--- src/rtl/wb_intercon_1x2.sv ---
// wb_intercon_1x2 -- single-master, two-slave Wishbone interconnect.
//
// Decodes the master address in IDLE, grants one slave (slave 0 wins on overlap) and
// forwards the cycle. While ACTIVE, the granted slave's ack/err/data are returned to the
// master combinationally. The interconnect terminates with a one-cycle bus error when
// the address hits no slave, or when the granted slave stalls for TIMEOUT cycles.
//
// Ports:
//   clk_i, rst_i                 clock, synchronous active-high reset
//   m_cyc_i, m_stb_i, m_we_i     master cycle, strobe, write-enable
//   m_adr_i, m_dat_i, m_sel_i    master address, write data, byte selects
//   m_dat_o, m_ack_o, m_err_o    read data and termination to master
//   s_adr_o, s_dat_o, s_we_o,
//   s_sel_o                      shared slave bus (pass-through of master signals)
//   s0_cyc_o, s0_stb_o,
//   s1_cyc_o, s1_stb_o           per-slave cycle and strobe
//   s0_dat_i, s1_dat_i           slave read data
//   s0_ack_i, s0_err_i,
//   s1_ack_i, s1_err_i           slave terminations
module wb_intercon_1x2 #(
   parameter logic [31:0] SLV0_PREFIX = 32'h0000_0000,
   parameter logic [31:0] SLV0_MASK   = 32'hFFFF_0000,
   parameter logic [31:0] SLV1_PREFIX = 32'h1100_0000,
   parameter logic [31:0] SLV1_MASK   = 32'hFF00_0000,
   parameter int unsigned TIMEOUT     = 16
) (
   input  logic        clk_i,
   input  logic        rst_i,
   input  logic        m_cyc_i,
   input  logic        m_stb_i,
   input  logic        m_we_i,
   input  logic [31:0] m_adr_i,
   input  logic [31:0] m_dat_i,
   input  logic [3:0]  m_sel_i,
   output logic [31:0] m_dat_o,
   output logic        m_ack_o,
   output logic        m_err_o,
   output logic [31:0] s_adr_o,
   output logic [31:0] s_dat_o,
   output logic        s_we_o,
   output logic [3:0]  s_sel_o,
   output logic        s0_cyc_o,
   output logic        s0_stb_o,
   output logic        s1_cyc_o,
   output logic        s1_stb_o,
   input  logic [31:0] s0_dat_i,
   input  logic [31:0] s1_dat_i,
   input  logic        s0_ack_i,
   input  logic        s0_err_i,
   input  logic        s1_ack_i,
   input  logic        s1_err_i
);

   typedef enum logic [1:0] {StIdle, StActive, StErr} state_e;

   // Last counter value before the stall is declared a timeout.
   localparam logic [7:0] TimeoutLast = 8'(TIMEOUT - 1);

   state_e      state_q, state_d;
   logic        sel_q, sel_d;
   logic [7:0]  cnt_q, cnt_d;

   logic        match0, match1;
   logic        slv_ack, slv_err;
   logic [31:0] slv_dat;

   assign match0 = (m_adr_i & SLV0_MASK) == SLV0_PREFIX;
   assign match1 = (m_adr_i & SLV1_MASK) == SLV1_PREFIX;

   // Termination and data from the granted slave.
   assign slv_ack = sel_q ? s1_ack_i : s0_ack_i;
   assign slv_err = sel_q ? s1_err_i : s0_err_i;
   assign slv_dat = sel_q ? s1_dat_i : s0_dat_i;

   // Shared slave bus is a plain pass-through in every state.
   assign s_adr_o = m_adr_i;
   assign s_dat_o = m_dat_i;
   assign s_we_o  = m_we_i;
   assign s_sel_o = m_sel_i;

   always_ff @(posedge clk_i) begin
      if (rst_i) begin
         state_q <= StIdle;
         sel_q   <= 1'b0;
         cnt_q   <= 8'd0;
      end else begin
         state_q <= state_d;
         sel_q   <= sel_d;
         cnt_q   <= cnt_d;
      end
   end

   always_comb begin
      state_d  = state_q;
      sel_d    = sel_q;
      cnt_d    = cnt_q;
      s0_cyc_o = 1'b0;
      s0_stb_o = 1'b0;
      s1_cyc_o = 1'b0;
      s1_stb_o = 1'b0;
      m_ack_o  = 1'b0;
      m_err_o  = 1'b0;
      m_dat_o  = 32'h0;

      case (state_q)
         StIdle: begin
            if (m_cyc_i && m_stb_i) begin
               cnt_d = 8'd0;
               if (match0) begin
                  state_d = StActive;
                  sel_d   = 1'b0;
               end else if (match1) begin
                  state_d = StActive;
                  sel_d   = 1'b1;
               end else begin
                  state_d = StErr;
               end
            end
         end

         StActive: begin
            s0_cyc_o = ~sel_q & m_cyc_i;
            s0_stb_o = ~sel_q & m_stb_i;
            s1_cyc_o =  sel_q & m_cyc_i;
            s1_stb_o =  sel_q & m_stb_i;
            // A slave raising both ack and err is reported as an error only.
            m_err_o  = slv_err;
            m_ack_o  = slv_ack & ~slv_err;
            m_dat_o  = slv_dat;

            // Slave termination has priority over abort and timeout.
            if (slv_ack || slv_err) begin
               state_d = StIdle;
            end else if (!m_cyc_i) begin
               state_d = StIdle;
            end else if (cnt_q == TimeoutLast) begin
               state_d = StErr;
            end else begin
               cnt_d = cnt_q + 8'd1;
            end
         end

         StErr: begin
            m_err_o = 1'b1;
            state_d = StIdle;
         end

         default: begin
            state_d = StIdle;
         end
      endcase
   end

endmodule

--- config.mk ---
export PLATFORM = sky130hd
export DESIGN_NAME = wb_intercon_1x2
export DESIGN_NICKNAME = d
export VERILOG_FILES = /design/src/rtl/wb_intercon_1x2.sv
export SDC_FILE = /design/constraint.sdc
export NUM_CORES = 1
export LEC_CHECK = 0
export ABC_CLOCK_PERIOD_IN_PS = 2500
export BUFFER_PORTS_ARGS = -buffer_cell sky130_fd_sc_hd__buf_2
export CELL_PAD_IN_SITES_DETAIL_PLACEMENT = 0
export CELL_PAD_IN_SITES_GLOBAL_PLACEMENT = 1
export CORE_ASPECT_RATIO = 2
export CORE_MARGIN = 2
export CORE_UTILIZATION = 20
export DETAILED_ROUTE_END_ITERATION = 7
export MAX_ROUTING_LAYER = met4
export PLACE_DENSITY = 0.95
export SLEW_MARGIN = 20
export SYNTH_ARGS = -nofsm -noshare
export SYNTH_HDL_FRONTEND = slang
export SYNTH_SLANG_ARGS = --single-unit
--- constraint.sdc ---
create_clock -name clk_i -period 2.5 [get_ports clk_i]
set_input_delay 0 -clock clk_i [delete_from_list [all_inputs] [get_ports clk_i]]
set_output_delay 0 -clock clk_i [all_outputs]
set_load 0.03 [all_outputs]
==> run_results.csv <==
group,metric,value,unit
detailed_routing,routed_wire_length_per_instance,17.75,um
yosys,synth.avg_cell_area,7.592,um^2
cts,numCtsBuffers,3,
cts,cts.sinks,11,
grt,grt_pass1_vias,1940,
cts,cts_htree_levels,1,
setup_path,worstPathRequired,2.64,ns
place,port_buffers,141,
setup_path,start_kind,"flip-flop",
setup_path,r2r_end,"cnt_q[2]",
detailed_routing,detail-route-antenna-nets,0,
grt,overflow,0,
pwr,irDropWorstVdd,0.1822,mV
cts,cts_buffer_depth,2,
place,place_hpwl,6379,um
pwr,p_leak,1.053,nW
flow_run,max-cap-violations,0,
setup_path,cp_num_cells,7,
floorplan,initial_core_util,20.24,%
cts,tritoncts,"done",
setup_path,endpoint,"cnt_q[2]",
worst_hold_path,hold_class,"in -> out",
yosys,synth_cell_types,32,
yosys,synth-seq-area-share,12.24,%
run_status,outcome,"complete, no violations",
yosys,synth_nets,382,
floorplan,die_y,138.1,um
cells_and_area,fin_area,0.002188,mm^2
detailed_routing,drtPass1Iterations,4,
floorplan,die_area,0.009817,mm^2
setup_path,arrival,2.10,ns
timing,slew_headroom,55.91,%
setup_path,worst-path-max-fanout,8,
yosys,synthFlopType,"dfxtp_1",
timing,tns,0,ns
timing,report.final.slew_viol_count,0,
yosys,syn_area,0.001799,mm^2
cts,cts.clk_slew.worst_paths,0.04,ns
grt,grt_max_degree,34,
cells_and_area,fin_nets,454,
timing,setup_viol,0,
timing,period_needed,1.960,ns
setup_path,crit_family,"compound AO/OA/AOI/OAI gates",
yosys,synth-xor-area-share,0,%
place,place_area,0.002100,mm^2
setup_path,rr_startpoint,"state_q[0]",
yosys,synthArstFlopShare,0,%
cts,clockRootBuffer,"clkbuf_16",
setup_path,regToRegSetupSlack,0.54,ns
yosys,ys_ff_latch,11,
detailed_routing,vias,1899,
setup_path,r2r_cells,7,
setup_path,worst-path-buf-inv,1,
yosys,synthSimpleGateAreaFrac,25.80,%
floorplan,row_count,49,
yosys,synth_top_family_by_area,"buffers and inverters",
timing,fin_crit_sh,78.41,%
pwr,p_per_area,301.9,mW/mm^2
setup_path,critical-path-max-stage-delay,0.52,ns
yosys,synth_edf_count,0,
detailed_routing,drc,0,
cells_and_area,syn_to_final_growth,21.63,%
detailed_routing,totalWireLength,7279,um
grt,antenna_found_initial,0,
timing,tightest_slew,0.6583,ns
setup_path,crit_chain,"inv_1 > ha_1 > a21boi_0 > nor3b_1 > a31oi_1 > a21oi_1 > o32ai_1",
floorplan,die-width,71.07,um
floorplan,core_area,0.008890,mm^2
grt,grt_pass1_wl,10130,um
cells_and_area,fillers,977,
floorplan,ioPinCount,248,
timing,hold_violations,0,
place,gp_congestion,0.7293,
cts,cts-resized-gates,0,
yosys,yosys-mux-area-fraction,19.26,%
detailed_routing,via_per_inst,4.632,
yosys,yosysWarningCount,0,
timing,rsz0062_at_grt,"false",
detailed_routing,drtIter0Drc,30,
timing,fin_worst_skew,0.004364,ns
cells_and_area,diodes,0,
setup_path,worst_setup_path_end_kind,"flip-flop",
yosys,synth_compound_area_share,7.928,%
cts,clk_latency,0.24,ns
grt,track_usage,14.54,%
setup_path,critical_path_class,"reg -> reg",
cells_and_area,drive_above_1_share,50.00,%
setup_path,cpMaxStageDelayCell,"a31oi_1",
timing,fmax,0.5101,GHz
yosys,syn_inst,237,
setup_path,critPathLaunch,"state_q[0]",
yosys,synth_fa_ha_area_share,2.782,%
## layout make-up
class                      count  area, um^2  share of cell area (%)
inverter                       5       18.77                  0.8576
clock buffer                   4       78.83                   3.602
multi-input combinational    143        1003                   45.85
tap                          102       127.6                   5.832
sequential                    11       221.5                   10.12
timing repair buffer         145       738.2                   33.73
## flip-flops by register name, indices dropped and copies added, names as in the netlist
name and count:
sel_q 1, state_q 2, cnt_q 8
## Yosys cell counts (2+ instances only)
library cell  instances  share of area (%)
buf_4                69                 29
nor2b_1              33                 11
mux2i_1              32                 18
nand2_1              15                3.1
dfxtp_1              11                 12
a21oi_1              10                2.8
nand3_1               7                1.9
o21ai_0               7                1.9
clkbuf_1              5                1.0
nor2_1                5                1.0
and3_1                4                1.4
buf_2                 4                1.1
ha_1                  4                2.8
inv_1                 4               0.83
nor4_1                4                1.4
or3_1                 4                1.4
a21boi_0              2               0.83
nor3b_1               2               0.83
o32ai_1               2               0.97
## power breakdown
part           internal, W  switching (W)
Combinational    0.0000848       0.000100
Sequential        0.000178     0.00000144
Clock             0.000214      0.0000817
Total             0.000477       0.000183
## per-layer routing
layer	GRT usage (%)	routed length, um	part of all wire (%)	up-vias
met4	15.19	769	11	0
met2	26.02	3636	50	133
met3	7.216	1152	16	72
met5	-	0	0	-
li1	-	-	-	878
met1	8.311	1721	24	816
## worst reg2reg max path: stages (launching register included)
cell and delay (ns):
dfxtp_1 0.32, inv_1 0.10, ha_1 0.21, a21boi_0 0.37, nor3b_1 0.10, a31oi_1 0.52
a21oi_1 0.10, o32ai_1 0.14
## stage by stage
step	hold slack, ns	power [W]	std cells	setup WS [ns]	util (%)
global route	0.00004347	0.0006922	410	0.2606	24.62
floorplan	0.06907	0.0004421	237	0.8796	-
CTS	0.0002225	0.0006692	410	0.5308	24.62
global placement	0.0002225	0.0003632	405	0.6925	23.62
detailed placement	0.0002225	0.0003682	405	0.5580	23.62
finish	0.000008414	0.0006607	410	0.5397	24.62
## repair_timing
| action | CTS | global route |
|---|---|---|
| buffers inserted | 0 | 0 |
| hold endpoints to repair | 1 | 0 |
| hold buffers | 1 | 0 |
## worst min path at each step
stage	from	end	slack, ns	cells past startpoint
finish	m_dat_i[17]	s_dat_o[17]	0.000008	0
global route	m_adr_i[0]	s_adr_o[0]	0.00004	0
CTS	m_adr_i[5]	s_adr_o[5]	0.0002	0
detailed placement	m_adr_i[5]	s_adr_o[5]	0.0002	0
global placement	m_adr_i[5]	s_adr_o[5]	0.0002	0
floorplan	rst_i	cnt_q[1]	0.07	1
## cells in the final DEF (no fill, tap or decap), drive strengths merged
cell type	n
a21boi	2
a21oi	10
a31oi	1
and2	1
and3	4
buf	144
clkbuf	4
clkinv	1
dfxtp	11
dlygate4sd3	1
ha	4
inv	4
mux2	2
mux2i	32
nand2	15
nand3	8
nand4	1
nor2	5
nor2b	33
nor3	2
nor3b	2
nor4	4
o21ai	7
o221a	1
o31ai	1
o32ai	2
or2	1
or3	4
or4	1
## cells by family after synthesis
group,Yosys count
buf+inv,83
simple gates,81
mux,34
compound gates,24
flops,11
fa+ha+maj,4
(Power assumes the default switching activity.)
